$ cat src/rtl/lsu_issue_seq_pkg.sv
// Purpose: shared opcode constants, sequencer state enum and memop decode helper.
// Latency: n/a (types and a pure combinational function).
// Backpressure: n/a.
// Optional feature macro: LSU_ISSUE_SEQ_MEMOP_FENCE_EN adds the WAIT_RESP state.
package lsu_issue_seq_pkg;

    localparam logic [6:0] OPC_LOAD  = 7'b0000011;
    localparam logic [6:0] OPC_STORE = 7'b0100011;

    typedef enum logic [2:0] {
        IDLE      = 3'd0,
        ISSUE     = 3'd1,
        BUBBLE    = 3'd2,
`ifdef LSU_ISSUE_SEQ_MEMOP_FENCE_EN
        WAIT_RESP = 3'd3,
`endif
        DONE      = 3'd4
    } seq_state_e;

    // Only the major opcode decides; the rest of the word is masked off.
    function automatic logic is_memop(input logic [31:0] instr);
        logic [31:0] w_opc;
        w_opc = instr & 32'h0000_007F;
        return (w_opc == {25'd0, OPC_LOAD}) || (w_opc == {25'd0, OPC_STORE});
    endfunction

endpackage

$ cat src/rtl/lsu_issue_seq_prog_mem.sv
// Purpose: DEPTH x 32 program register file, one write port, one async read port.
// Latency: write visible the cycle after the strobe; read is combinational.
// Backpressure: none; the caller gates the write strobe.
// Ports: clk_i/rst_ni clock and async active-low reset (clears every slot),
//        i_we/i_waddr/i_wdat write port, i_raddr/o_rdat read port.
module lsu_issue_seq_prog_mem #(
    parameter int DEPTH = 4,
    parameter int AW    = $clog2(DEPTH) + 1
) (
    input  logic          clk_i,
    input  logic          rst_ni,
    input  logic          i_we,
    input  logic [AW-2:0] i_waddr,
    input  logic [31:0]   i_wdat,
    input  logic [AW-2:0] i_raddr,
    output logic [31:0]   o_rdat
);

    logic [31:0] r_mem [DEPTH];

    // Cleared on reset so two harness copies always start from identical contents.
    always_ff @(posedge clk_i or negedge rst_ni) begin
        if (!rst_ni) begin
            for (int i = 0; i < DEPTH; i++) begin
                r_mem[i] <= '0;
            end
        end else if (i_we) begin
            r_mem[i_waddr] <= i_wdat;
        end
    end

    assign o_rdat = r_mem[i_raddr];

endmodule

$ cat src/rtl/lsu_issue_sequencer.sv
// Purpose: issues a stored program in order over valid/ready, throttling after loads/stores.
// Latency: first valid 1 cycle after start; 1 instr/cycle for non-memops; memops leave a gap.
// Backpressure: instr_o/pc hold while instr_ready_i is low; valid never depends on ready.
// Ports: prog_* program load (IDLE/DONE only), start_i/prog_len_i run control,
//        instr_* issue handshake, *_mem_resp_i completions, busy_o/done_o/pc_o/issued_cnt_o status.
// Optional feature macro: LSU_ISSUE_SEQ_MEMOP_FENCE_EN waits for the memory response
// after each memop instead of a fixed one-cycle bubble.
module lsu_issue_sequencer
    import lsu_issue_seq_pkg::*;
#(
    parameter int DEPTH = 4,
    parameter int AW    = $clog2(DEPTH) + 1
) (
    input  logic          clk_i,
    input  logic          rst_ni,
    input  logic          prog_we_i,
    input  logic [AW-2:0] prog_addr_i,
    input  logic [31:0]   prog_data_i,
    input  logic [AW-1:0] prog_len_i,
    input  logic          start_i,
    output logic [31:0]   instr_o,
    output logic          instr_valid_o,
    input  logic          instr_ready_i,
    input  logic          load_mem_resp_i,
    input  logic          store_mem_resp_i,
    output logic          busy_o,
    output logic          done_o,
    output logic [AW-1:0] pc_o,
    output logic [7:0]    issued_cnt_o
);

    seq_state_e    r_state;
    seq_state_e    w_state_nxt;
    logic [AW-1:0] r_pc;
    logic [AW-1:0] r_len;
    logic [7:0]    r_cnt;
    logic [31:0]   w_rd_dat;
    logic [AW-1:0] w_pc_inc;
    logic          w_idle_like;
    logic          w_hs;
    logic          w_memop;

    assign w_idle_like = (r_state == IDLE) || (r_state == DONE);
    assign w_hs        = (r_state == ISSUE) && instr_ready_i;
    assign w_memop     = is_memop(w_rd_dat);
    assign w_pc_inc    = r_pc + {{(AW-1){1'b0}}, 1'b1};

    // pc < len <= DEPTH whenever the slot is read for issue, so the low bits suffice.
    lsu_issue_seq_prog_mem #(
        .DEPTH (DEPTH),
        .AW    (AW)
    ) u_prog_mem (
        .clk_i   (clk_i),
        .rst_ni  (rst_ni),
        .i_we    (prog_we_i && w_idle_like),
        .i_waddr (prog_addr_i),
        .i_wdat  (prog_data_i),
        .i_raddr (r_pc[AW-2:0]),
        .o_rdat  (w_rd_dat)
    );

`ifdef LSU_ISSUE_SEQ_MEMOP_FENCE_EN
    // Which completion the outstanding memop is waiting for.
    logic r_wait_load;
    logic w_resp_hit;

    assign w_resp_hit = r_wait_load ? load_mem_resp_i : store_mem_resp_i;

    always_ff @(posedge clk_i or negedge rst_ni) begin
        if (!rst_ni) begin
            r_wait_load <= 1'b0;
        end else if (w_hs) begin
            r_wait_load <= ((w_rd_dat & 32'h0000_007F) == {25'd0, OPC_LOAD});
        end
    end
`else
    logic w_unused_resp;
    assign w_unused_resp = load_mem_resp_i ^ store_mem_resp_i;
`endif

    always_comb begin
        w_state_nxt = r_state;
        case (r_state)
            IDLE, DONE: begin
                if (start_i) begin
                    w_state_nxt = (prog_len_i == '0) ? DONE : ISSUE;
                end
            end
            ISSUE: begin
                if (instr_ready_i) begin
                    if (w_memop) begin
`ifdef LSU_ISSUE_SEQ_MEMOP_FENCE_EN
                        w_state_nxt = WAIT_RESP;
`else
                        w_state_nxt = BUBBLE;
`endif
                    end else if (w_pc_inc == r_len) begin
                        w_state_nxt = DONE;
                    end
                end
            end
            BUBBLE: begin
                w_state_nxt = (r_pc == r_len) ? DONE : ISSUE;
            end
`ifdef LSU_ISSUE_SEQ_MEMOP_FENCE_EN
            WAIT_RESP: begin
                if (w_resp_hit) begin
                    w_state_nxt = (r_pc == r_len) ? DONE : ISSUE;
                end
            end
`endif
            default: w_state_nxt = IDLE;
        endcase
    end

    always_ff @(posedge clk_i or negedge rst_ni) begin
        if (!rst_ni) begin
            r_state <= IDLE;
            r_pc    <= '0;
            r_len   <= '0;
            r_cnt   <= '0;
        end else begin
            r_state <= w_state_nxt;
            if (w_idle_like && start_i) begin
                r_len <= prog_len_i;
                r_pc  <= '0;
                r_cnt <= '0;
            end else if (w_hs) begin
                r_pc <= w_pc_inc;
                if (r_cnt != 8'hFF) begin
                    r_cnt <= r_cnt + 8'd1;
                end
            end
        end
    end

    // Outputs come from registered state only; the slot cannot change during ISSUE.
    assign instr_valid_o = (r_state == ISSUE);
    assign instr_o       = instr_valid_o ? w_rd_dat : 32'd0;
    assign busy_o        = !w_idle_like;
    assign done_o        = (r_state == DONE);
    assign pc_o          = r_pc;
    assign issued_cnt_o  = r_cnt;

endmodule

$ cat config.mk
export PLATFORM = sky130hd
export DESIGN_NAME = lsu_issue_sequencer
export DESIGN_NICKNAME = d
export VERILOG_FILES = /design/src/rtl/lsu_issue_seq_pkg.sv /design/src/rtl/lsu_issue_seq_prog_mem.sv /design/src/rtl/lsu_issue_sequencer.sv
export SDC_FILE = /design/constraint.sdc
export NUM_CORES = 1
export LEC_CHECK = 0
export CORE_MARGIN = 10
export CORE_UTILIZATION = 33
export CTS_BUF_LIST = sky130_fd_sc_hd__clkbuf_4
export DETAILED_ROUTE_END_ITERATION = 16
export PLACE_DENSITY = 0.54
export SKIP_LAST_GASP = 1
export SLEW_MARGIN = 25
export SYNTH_ARGS = -nofsm -noshare
export SYNTH_HDL_FRONTEND = slang
export SYNTH_SLANG_ARGS = --single-unit
$ cat constraint.sdc
create_clock -name clk_i -period 2.45 [get_ports clk_i]
set_input_delay 0.49 -clock clk_i [delete_from_list [all_inputs] [get_ports clk_i]]
set_output_delay 0.49 -clock clk_i [all_outputs]
set_load 0.01 [all_outputs]
* Word level (Yosys, flattened, before mapping) *
Index checks and enable logic that the tools add are counted.

storage, ports and cells
  logic and storage cells = 59
  bits in read-only memories = 0
  memories = 0
  RAM bits = 0
  latch bits = 0
  input bits = 44
  register bits = 145

operators by class
  reductions and logical operators = 14
  multipliers = 0
  bitwise logic cells = 2
  $add $sub $neg = 2
  divide/modulo/power cells = 0
  mux-type cells = 19
  magnitude comparators = 3
  equality and inequality tests = 11
  shift operators = 0

operators by type and width
  cell                 count
  $bwmux 128           1
  $mux 32              4
  $bmux 32 s2          1
  $demux 32 s2         1
  $mux 3               8
  $mux 8               3
  $pmux 3 s3           1
  $add 8x1->8 const B  1
  $ne 8x8->1 const B   1
  $eq 7x2->1 const B   1
  $eq 7x6->1 const B   1
  $eq 3x3->1           2
  $ge 3x3->1 const B   2
  $logic_not 3->1      2
  $not 2->3            2
  $logic_and 1x1->1    4
  $reduce_bool 2->1    2
  $add 3x1->3 const B  1
  $eq 3x1->1 const B   1
  $eq 3x2->1 const B   1
  $eq 3x3->1 const B   1
  $lt 3x1->1 const B   1
  $ne 3x1->1 const B   1
  $reduce_and 3->1     1
  6 further kinds      7

* Depth between registers and ports, before layout *
Gate-level depths: netlist of the first run.

  word-level depth = 9
  depth in mapped cells = 6
  depth with buffers taken out = 5

* By module *
A second synthesis of the first run with hierarchy kept.

unflattened totals
  cells, all modules = 450
  area total of the unflattened synthesis = 6702.7 µm²

by module, submodules not included
  module                  area an instance (µm²)  seq. area each (µm²)  times used  cells an instance
  lsu_issue_seq_prog_mem  5504.0                  3203.1                1           311
  lsu_issue_sequencer     1198.6                  425.4                 1           139

* Worst setup path after synthesis of the first run *
OpenSTA, ideal clock, no wires.

  path type = flip-flop to output port
  start point = register r_pc[0] (netlist: pc_o[0])
  end point = output instr_o[12]
  arrival time = 1756 ps
  cell stages (with the launch flop) = 6
  slack = 204 ps
  required time = 1960 ps
  cell sequence = dfrtp_1 > buf_6 > buf_4 > buf_2 > mux4_2 > nor2b_1

between the ends
  word-level cells in the longest chain between the ends = 5

ends and longest elaborated chain
  what                                         line                          source
  start, declared                              lsu_issue_sequencer.sv:34     logic [AW-1:0] r_pc;
  start signal, assigned                       lsu_issue_sequencer.sv:129    r_pc <= w_pc_inc;
  $not 2->3 (not written as such)              lsu_issue_seq_prog_mem.sv:32  assign o_rdat = r_mem[i_raddr];
  $bmux 32 s2                                  lsu_issue_seq_prog_mem.sv:32
  $mux 32 (not written as such) (2 in series)  lsu_issue_seq_prog_mem.sv:32
  $mux 32                                      lsu_issue_sequencer.sv:139    assign instr_o = instr_valid_o ? w_rd_dat : 32'd0;
  end, declared                                lsu_issue_sequencer.sv:21     output logic [31:0] instr_o,

No other way between the ends. The select of a mux whose other input is x is not followed.

* Final worst setup path of the first run *
  start point = register r_pc[0] (netlist: pc_o[0])
  end point = output instr_o[15]

The elaborated chain is that of the path after synthesis.

==> results.md, run 1 <==
- Status: finished with violations
- Failing checks: setup timing
- Simple-gate share of the synthesized area: 0.0652
- Number of max-cap violations: 0
- Pwr dens: 1200 mW/mm²
- Yosys top cell area share: 0.540
- Fraction of registers with async set/reset: 1.00
- R2R depth: 8
- Initial core utilization: 0.334
- Max Fclk: 389 MHz
- Synth top cells by count: dfrtp_1 (145), mux2_2 (128), nor2b_1 (32), mux4_2 (31), buf_2 (17)
- Root Buffer: clkbuf_4
- Share of cells above drive strength 1: 0.494
- DRT iter0 DRCs: 126
- Tot Pwr: 10.3 mW
- Static leakage: 3.61 nW
- FP Rows: 52
- Mux cell area share after synthesis: 0.329
- Global-route wire length before repair: 26500 µm
- Multi-input gate area: 0.00301 mm²
- Final HPWL DP: 10600 µm
- Total track usage: 0.129
- Largest family of logic cells by synthesized area: multiplexers
- Worst-margin pin slew: 631 ps
- CP max FO: 5
- Worst Slack Setup Final: -122 ps
- # setup viols final: 27
- Vias per inst: 4.89
- R2r setup slk: 250 ps
- Syn Area/Cell: 15.1 µm²
- Critical Path RT: 1960 ps
- Slew Limit Headroom: 0.579
- Hold path depth: 1
- Synthesized flop and latch total: 145
- Prevailing post-synth register cell: dfrtp_1
- Htree depth: 4
- Final hold violations: 0
- Die Y: 163 µm
- Count leader, synth: dfrtp_1
- Final slew viol count: 0
- Synth top area cells: dfrtp_1 (54%), mux2_2 (21%), mux4_2 (10%)
- Hold_sp: u_prog_mem.r_mem[125]
- Peak VDD IR: 458 µV
- Die area: 0.0265 mm²
- FF/Latch Area: 0.00363 mm²
- Final hold slack: 504 ps
- # nets final: 620
- WHS Endpoint: u_prog_mem.r_mem[125]
- Clk sink count: 145
- Post-synth EDFFs: 0
- RSZ-0062 raised after global routing: true
- Placed Instances: 802
- Post-Synth Adder-Cell Area: 0.00373
- Crit. End Element: primary output
- Reg clk slew, reported paths: 130 ps
- Largest net degree at the start of global routing: 68
- Post-Synth XOR/XNOR Area: 0.0164
- Num CTS Buffers: 17
- DRC: 0
- # IOs: 90
- CP arrival: 2080 ps
- YS warnings: 0
- Final Wtd Congestion: 0.734
- Compound-Gate Fraction of Synth Area: 0.0231
- Placement Setup Slack: 55.0 ps
- R2r endpoint: r_state[2]
- Post-Syn Instances: 444
- Core area: 0.0201 mm²
- Fillers: 1851
- ANT nets after route: 0
- Final wirelength: 16700 µm
- Synth area leader: dfrtp_1
- Antenna violations before repair: 2
- P&R area growth vs syn: 27.8%
- Vias in the first global route: 4638
- First-pass iteration count of the detailed router: 4
- Wire length per cell: 19.5 µm
- Port-buffer cells: 87
- Layout Cells excl Fill: 859
- CTS Buffer Depth: 2
- Net count after synthesis: 490
- Overflow after GRT: 0
- Final worst-path cycle share: 1.05
- Startpoint class of the critical path: register
- Die Wd: 163 µm
- Mapped cell area: 0.00672 mm²
- Clock Skew: 19.9 ps
- Vias: 4197
- Post-layout min period: 2570 ps
- Worst skew pair latency: 530 ps
- CTS tree: done
- Sequential fraction of the synthesis area: 0.540
- Netlist cell types: 47
- Min-Delay Path Class: register to register
- WS Path Type: register to primary output
- Reg2reg start: pc_o[0]
-- layout make-up --
cell class,count,area share
Clock buffer,18,0.0157
Sequential cell,145,0.423
Tap cell,270,0.0394
Clock inverter,14,0.0106
Timing Repair Buffer,137,0.157
Antenna cell,2,0.000583
Inverter,5,0.00219
Multi-Input combinational cell,268,0.351
-- registers in the layout (all words and copies together) (netlist names) --
name / count
u_prog_mem.r_mem: 128
issued_cnt_o: 8
pc_o: 3
r_len: 3
r_state: 3
-- layer usage --
| layer | vias up | wire length (µm) | GRT usage |
|---|---|---|---|
| met5 | - | 13 | 0 |
| met4 | 2 | 125 | 0.0299 |
| met3 | 10 | 702 | 0.0402 |
| met2 | 66 | 8260 | 0.215 |
| met1 | 2216 | 7620 | 0.162 |
| li1 | 1903 | - | - |
-- worst max-delay path by stage --
stage | startpoint | to | cells past startpoint
finish | pc_o[0] | instr_o[15] | 6
global placement | r_state[1] | instr_o[21] | 4
floorplan | pc_o[0] | instr_o[12] | 5
global route | pc_o[0] | instr_o[4] | 6
CTS | pc_o[0] | instr_o[21] | 5
detailed placement | r_state[1] | instr_o[21] | 4
-- kinds of logic after synthesis --
logic type | count (synthesis)
buffers and inverters | 31
adders and majority gates | 2
xor gates and xnor gates | 11
DFF | 145
AOI/OAI and AO/OA | 21
and+or+nand+nor | 70
muxes | 164
-- timing repair --
action / in CTS / in global routing
hold endpoints to repair: 62 / 0
pin swaps: 0 / 1
buffers inserted: 13 / 7
hold buffers: 1 / 0
resized for setup: 134 / 38
cloned: 3 / 1
endpoints found under the setup margin: 34 / 34
-- critical path, stage by stage, from the launching register on --
cell	delay, ps
dfrtp_2	450
buf_12	140
buf_12	130
buf_12	120
mux4_2	410
nor2b_2	170
buf_2	140
-- through the flow --
step	setup TNS [ps]	area, µm²	utilization
finish	-1750	8580	0.427
global route	-5790	8580	0.427
CTS	-4960	8490	0.422
detailed placement	0	8110	0.404
global placement	0	8110	0.404
floorplan	0	6720	-
-- power breakdown --
| group | leakage [nW] | switching, mW | internal, mW | total [mW] |
|---|---|---|---|---|
| sequential | 1.76 | 0.561 | 3.51 | 4.08 |
| combinational | 1.75 | 1.90 | 2.99 | 4.89 |
| clock | 0.107 | 0.895 | 0.402 | 1.30 |
| total | 3.61 | 3.36 | 6.91 | 10.3 |
-- cells in the final DEF (no fill, tap or decap), drive strengths merged, types with 2 or more instances in the layout --
| cell type | netlist | routed |
|---|---|---|
| a21o | 2 | 2 |
| a21oi | 4 | 4 |
| and2 | 2 | 2 |
| and3 | 2 | 2 |
| buf | 19 | 80 |
| clkbuf | 7 | 21 |
| clkdlybuf4s50 | 0 | 51 |
| clkinv | 0 | 6 |
| clkinvlp | 0 | 6 |
| dfrtp | 145 | 145 |
| diode | 0 | 2 |
| ha | 2 | 2 |
| inv | 5 | 7 |
| mux2 | 131 | 131 |
| mux4 | 32 | 32 |
| nand2 | 6 | 6 |
| nand3 | 3 | 3 |
| nand4 | 2 | 2 |
| nor2 | 10 | 10 |
| nor2b | 32 | 32 |
| nor4 | 3 | 3 |
| o211ai | 3 | 3 |
| o21ai | 3 | 3 |
| o311ai | 2 | 2 |
| or3 | 2 | 2 |
| or3b | 2 | 2 |
| xnor2 | 3 | 3 |
| xor2 | 7 | 7 |
No activity file was read; power rests on OpenSTA's default activity.
==> inputs of run 2 (changes only) <==
--- a/config.mk
+++ b/config.mk
@@ -10,6 +10,7 @@
 export CTS_BUF_LIST = sky130_fd_sc_hd__clkbuf_4
 export DETAILED_ROUTE_END_ITERATION = 16
 export PLACE_DENSITY = 0.54
+export SETUP_SLACK_MARGIN = 0.2
 export SKIP_LAST_GASP = 1
 export SLEW_MARGIN = 25
 export SYNTH_ARGS = -nofsm -noshare
==> run 2 against run 1 <==
Effect of this change:
- the run still ends with setup timing left
- final area up 1.5%
- register-to-register slack gained 90 ps
- cell count is 0.47% lower
- worst hold slack gained 1.0 ps
- clock power about the same
- setup slack improved by 18 ps
- die area did not move
- via count about the same
- clock-buffer cell count unchanged
- sequential share of layout area shrank 0.61 points
- maximum frequency rose by 0.72%
==> results.md, run 2 (synthesized netlist as in run 1, its figures left out) <==
- Worst-margin pin slew: 629 ps
- Startpoint class of the critical path: register
- Crit. End Element: primary output
- Global-route wire length before repair: 26600 µm
- Num CTS Buffers: 17
- Worst path bufs/invs: 3
- Sw Pwr: 3.43 mW
- Vias in the first global route: 4620
- Worst Slack Setup Final: -104 ps
- FP Rows: 52
- Family with the most delay on the worst path: buffers and inverters
- CP arrival: 2060 ps
- Final slew viol count: 0
- Slowest CP cell: mux4_2
- Initial core utilization: 0.334
- Min-Delay Path Class: register to register
- Post-route cell area: 0.00871 mm²
- Met2 WL: 8360 µm
- Largest net degree at the start of global routing: 68
- # setup viols final: 28
- Reg clk slew, reported paths: 140 ps
- RSZ-0062 raised after global routing: true
- Failing checks: setup timing
- Overflow after GRT: 0
- Max Fclk: 392 MHz
- CP startpoint: pc_o[0]
- Most common cell after layout, fill and taps aside: dfrtp_1
- Final worst-path cycle share: 1.04
- Antenna violations before repair: 2
- Port-buffer cells: 87
- Status: finished with violations
- WS Path Type: register to primary output
- Die Y: 163 µm
- CTS tree: done
- Placed Instance Area: 0.00811 mm²
- Hold_sp: u_prog_mem.r_mem[125]
- Biggest register: u_prog_mem.r_mem
- Core area: 0.0201 mm²
- Htree depth: 4
- Number of max-cap violations: 0
- DRC: 0
- Vias: 4201
- Sw frac: 0.324
- Share of power burned in registers: 0.386
- Gate power share: 0.492
- Max stage delay on crit path: 480 ps
- Static leakage: 3.65 nW
- DRT iter0 DRCs: 113
- Final core utilization: 0.433
- Post-layout min period: 2550 ps
- Peak VDD IR: 453 µV
- Internal power: 7.15 mW
- Vias per inst: 4.91
- Placement Setup Slack: 55.0 ps
- # nets final: 616
- Worst skew pair latency: 530 ps
- Final hold violations: 0
- Die Wd: 163 µm
- Total track usage: 0.130
- CTS Buffer Depth: 2
- CP max FO: 6
- ANT nets after route: 0
- Max reg flops: 128
- Met1 wire length: 7680 µm
- P&R area growth vs syn: 29.7%
- Routed wl met3: 734 µm
- Clock share of power: 0.123
- Critical Path RT: 1960 ps
- Root Buffer: clkbuf_4
- Wire length per cell: 19.8 µm
- Final Wtd Congestion: 0.734
- Clk sink count: 145
- Clock Skew: 16.4 ps
- # IOs: 90
- First-pass iteration count of the detailed router: 4
- Critical-path cell list: buf_6 > buf_16 > mux4_2 > nor2b_2 > clkdlybuf4s15_2
- DR top layer: met5
- Slew Limit Headroom: 0.580
- Final HPWL DP: 10600 µm
- Final wirelength: 16900 µm
- Reg2reg start: pc_o[0]
- Pwr dens: 1220 mW/mm²
- Most frequent cells in the layout: dfrtp_1 (143), mux2_2 (128), clkdlybuf4s50_1 (49), mux4_2 (32)
- Die area: 0.0265 mm²
- Share of cells above drive strength 1: 0.503
-- run 2: cell count changes in the layout (fill, tap and decap cells not counted), sizes merged --
cell           delta
dlymetal6s2s      -1
bufbuf            +2
inv               -1
clkdlybuf4s50     -2
buf               -5
dlygate4sd2       +2
clkbuf            -2
clkinv            +1
clkdlybuf4s15     +2
-- run 2: area by class of cell --
type	instances	area [µm²]
clock inverters	14	91.3
clock buffers	18	135
repair buffers	133	1420
multi-input cells	268	3060
inverters	5	23.8
fillers	1858	11400
diodes	2	5.00
flip-flops and latches	145	3630
well taps	270	338
-- run 2: per-layer routing --
layer  vias up  track usage
met1      2235        0.164
li1       1895            -
met3         8       0.0407
met4         2       0.0299
met5         -            0
met2        61        0.216
-- run 2: worst paths after layout --
check                                   endpoint  cells after the start  slack (ps)
max in group asynchronous   u_prog_mem.r_mem[49]                      3        1110
max reg2reg                           r_state[2]                      7         340
min                        u_prog_mem.r_mem[125]                      1         510
max                                  instr_o[22]                      5        -100
min reg2reg                u_prog_mem.r_mem[125]                      1         510
min in group asynchronous   u_prog_mem.r_mem[50]                      2         530
-- run 2: power groups by stage --
stage                     clock network, mW  registers [mW]  logic (mW)
after CTS                              1.37            4.08        5.01
after global routing                   1.46            4.22        5.62
after floorplan                           0            3.95        2.91
final                                  1.30            4.08        5.21
after detailed placement                  0            4.14        4.50
after global placement                    0            4.05        4.44
-- run 2: repair_timing --
action / 4_1_cts / 5_1_grt
cloned: 4 / 1
hold endpoints to repair: 62 / 0
pin swaps: 0 / 2
setup endpoints to repair: 37 / 35
hold buffers: 1 / 0
resized for setup: 166 / 33
setup buffers: 9 / 4
-- run 2: through the flow --
stage | power (mW) | instances | hold slack, ps | TNS (ps)
floorplan | 6.86 | 444 | 194 | 0
global placement | 8.48 | 802 | 463 | 0
detailed placement | 8.64 | 802 | 475 | 0
CTS | 10.5 | 848 | 498 | -3860
global route | 11.3 | 854 | 516 | -5570
finish | 10.6 | 855 | 505 | -1210
==> inputs of run 3 (changes only) <==
--- a/config.mk
+++ b/config.mk
@@ -5,7 +5,9 @@
 export SDC_FILE = /design/constraint.sdc
 export NUM_CORES = 1
 export LEC_CHECK = 0
-export CORE_MARGIN = 10
+export ABC_AREA = 1
+export CORE_ASPECT_RATIO = 0.5
+export CORE_MARGIN = 8
 export CORE_UTILIZATION = 33
 export CTS_BUF_LIST = sky130_fd_sc_hd__clkbuf_4
 export DETAILED_ROUTE_END_ITERATION = 16
==> run 3 against run 2 <==
Effect of this change:
- the run now ends clean
- first-iteration DRC count grew to 3.6 times the previous value
- core utilization is 1.7 points lower
- clock skew is 11 ps higher
- sequential power is 1% higher
- clock power is 22% higher
- synthesized area is 0.17% higher
- cell count is 41% higher
- final area is 3.2% lower
- power is 2.8% lower
- die area is 3.7% lower
- register-to-register slack better by 240 ps
- sequential share of layout area is 1.4 points higher
- critical path type unchanged
- highest routed layer is now met4
==> results.md, run 3 <==
- Slowest CP cell: dfrtp_2
- Wire length per cell: 14.8 µm
- Netlist cell types: 31
- Die Wd: 218 µm
- Placement Setup Slack: 133 ps
- DRC: 0
- Final wirelength: 17800 µm
- FP Rows: 37
- Die Y: 117 µm
- Sequential fraction of the synthesis area: 0.539
- Post-route cell area: 0.00843 mm²
- Antenna violations before repair: 0
- Slew Limit Headroom: 0.544
- Worst-margin pin slew: 684 ps
- Fraction of registers with async set/reset: 1.00
- Placed Instance Area: 0.00799 mm²
- Vias: 5719
- Max Fclk: 413 MHz
- Global-route wire length before repair: 29200 µm
- Final slew viol count: 0
- Core area: 0.0203 mm²
- Num CTS Buffers: 17
- Fillers: 2088
- Share of cells above drive strength 1: 0.147
- Peak VDD IR: 421 µV
- Worst skew pair latency: 540 ps
- Total track usage: 0.143
- Port-buffer cells: 87
- Status: finished, final reports clean
- Layout Cells excl Fill: 1207
- Number of max-cap violations: 0
- Final core utilization: 0.416
- Final worst-path cycle share: 0.989
- Worst Slack Setup Final: 27.5 ps
- Clk sink count: 145
- CP max FO: 4
- Pwr dens: 1220 mW/mm²
- Critical Path RT: 1960 ps
- Min-Delay Path Class: primary input to asynchronous set/reset pin
- RSZ-0062 raised after global routing: true
- Most frequent cells in the layout: nand2_1 (180), dfrtp_1 (143), o21ai_0 (139), nor2_1 (106)
- Most used cell along the critical path: nor2_1
- Net count after synthesis: 877
- Static leakage: 4.02 nW
- Syn Area/Cell: 8.09 µm²
- Family with the most delay on the worst path: buffers and inverters
- Max reg flops: 128
- CP arrival: 1930 ps
- Startpoint class of the critical path: register
- Overflow after GRT: 0
- Root Buffer: clkbuf_4
- Synth top area cells: dfrtp_1 (54%), o21ai_0 (11%), nand2_1 (10%)
- Most common cell after layout, fill and taps aside: nand2_1
- R2R depth: 9
- Yosys top cell area share: 0.539
- Reg clk slew, reported paths: 160 ps
- Vias per inst: 4.74
- ANT nets after route: 0
- First-pass iteration count of the detailed router: 5
- CTS Buffer Depth: 2
- Max stage delay on crit path: 470 ps
- Synth top cells by count: nand2_1 (181), o21ai_0 (149), dfrtp_1 (145), nor2_1 (119), inv_1 (51)
- Clock Skew: 27.3 ps
- Worst path bufs/invs: 4
- DRT iter0 DRCs: 406
- Final Wtd Congestion: 0.793
- # IOs: 90
- Critical-path cell list: buf_6 > buf_12 > buf_16 > nor2_1 > nor2_1 > o21ai_0 > a21oi_1 > buf_2
- Post-layout min period: 2420 ps
- Final hold slack: 423 ps
- R2r endpoint: r_state[2]
- P&R area growth vs syn: 25.3%
- Synth area leader: dfrtp_1
- # nets final: 966
- Synthesized flop and latch total: 145
- Reg2reg start: pc_o[0]
- R2r setup slk: 580 ps
- Final HPWL DP: 11200 µm
- Crit. End Element: primary output
- Biggest register: u_prog_mem.r_mem
- Post-Syn Instances: 831
- CTS tree: done
- WS Path Type: register to primary output
- YS warnings: 0
- Vias in the first global route: 5582
- Htree depth: 4
- Die area: 0.0255 mm²
- Initial core utilization: 0.332
- Prevailing post-synth register cell: dfrtp_1
- Mapped cell area: 0.00673 mm²
- # setup viols final: 0
- Count leader, synth: nand2_1
- Placed Instances: 1164
- Final hold violations: 0
- Post-synth EDFFs: 0
- Largest net degree at the start of global routing: 65
[run 3: changes by cell type after synthesis, moves of 5 or more]
cell | previous run | this run
a21oi_1 | 4 | 29
mux4_2 | 31 | 0
inv_2 | 0 | 7
nand2_1 | 6 | 181
mux2_2 | 128 | 0
o21ai_0 | 3 | 149
o21ai_1 | 0 | 41
inv_1 | 5 | 51
nor2b_1 | 32 | 0
nand3_1 | 3 | 22
clkbuf_1 | 7 | 26
nor2_1 | 9 | 119
nand2_2 | 0 | 5
[run 3: worst reg2reg max path, cell delays in order (launching register included)]
cell and delay, ps:
dfrtp_2 490, buf_4 180, buf_4 150, ha_1 200, xnor2_1 140, or2_2 280
nand3_1 70, nand3_1 120, nand3_1 100, nand2_1 50
[run 3: where the power goes]
part	switching (mW)	internal, mW
combinational	2.57	1.99
sequential	0.650	3.48
clock	1.02	0.560
total	4.24	6.04
[run 3: metrics by stage]
step	TNS, ps	total power, mW
finish	0	10.3
global placement	0	8.55
floorplan	0	6.76
detailed placement	0	8.63
CTS	0	10.3
global route	-1710	11.2
[run 3: layer usage]
metal  part of all wire  routed length [µm]  track usage  up-vias
met3              0.039                 697       0.0249       10
met4             0.0061                 108       0.0361        0
met5                  0                   0            0        -
met1               0.49                8820        0.194     2731
li1                   -                   -            -     2880
met2               0.46                8210        0.236       98
[run 3: cells by family (layout without fill, tap and decap cells)]
group / count (synthesis) / count (layout) / synth area share
AO/OA/AOI/OAI: 228 / 228 / 0.173
other: 0 / 1 / 0
flip-flops: 145 / 145 / 0.539
buffers and inverters: 107 / 209 / 0.0645
XOR/XNOR: 7 / 7 / 0.00911
AND/OR/NAND/NOR: 342 / 342 / 0.210
adder cells (fa/ha/maj): 2 / 2 / 0.00372
[run 3: cell type report]
cell class                      instances  area (µm²)  area share
Sequential cell                       145        3630       0.431
Multi-Input combinational cell        579        2730       0.324
Timing Repair Buffer                  119        1210       0.143
Tap cell                              273         342      0.0405
Inverter                               58         220      0.0261
Clock inverter                         15         165      0.0196
Clock buffer                           17         128      0.0151
Antenna cell                            1        2.50    0.000297
[run 3: worst max-delay path by stage]
stage,cells past startpoint,start,end
final,8,pc_o[0],instr_o[19]
after global routing,7,pc_o[0],instr_o[20]
after CTS,8,pc_o[0],instr_o[5]
after detailed placement,6,pc_o[0],instr_o[22]
after global placement,6,pc_o[0],instr_o[22]
after floorplan,6,pc_o[1],instr_o[19]
[run 3: repair_timing]
action	4_1_cts	5_1_grt
gates cloned	3	0
buffers inserted	6	0
endpoints found under the hold margin	43	0
pin swaps	15	18
hold buffers	1	0
endpoints found under the setup margin	35	35
resized for setup	160	20
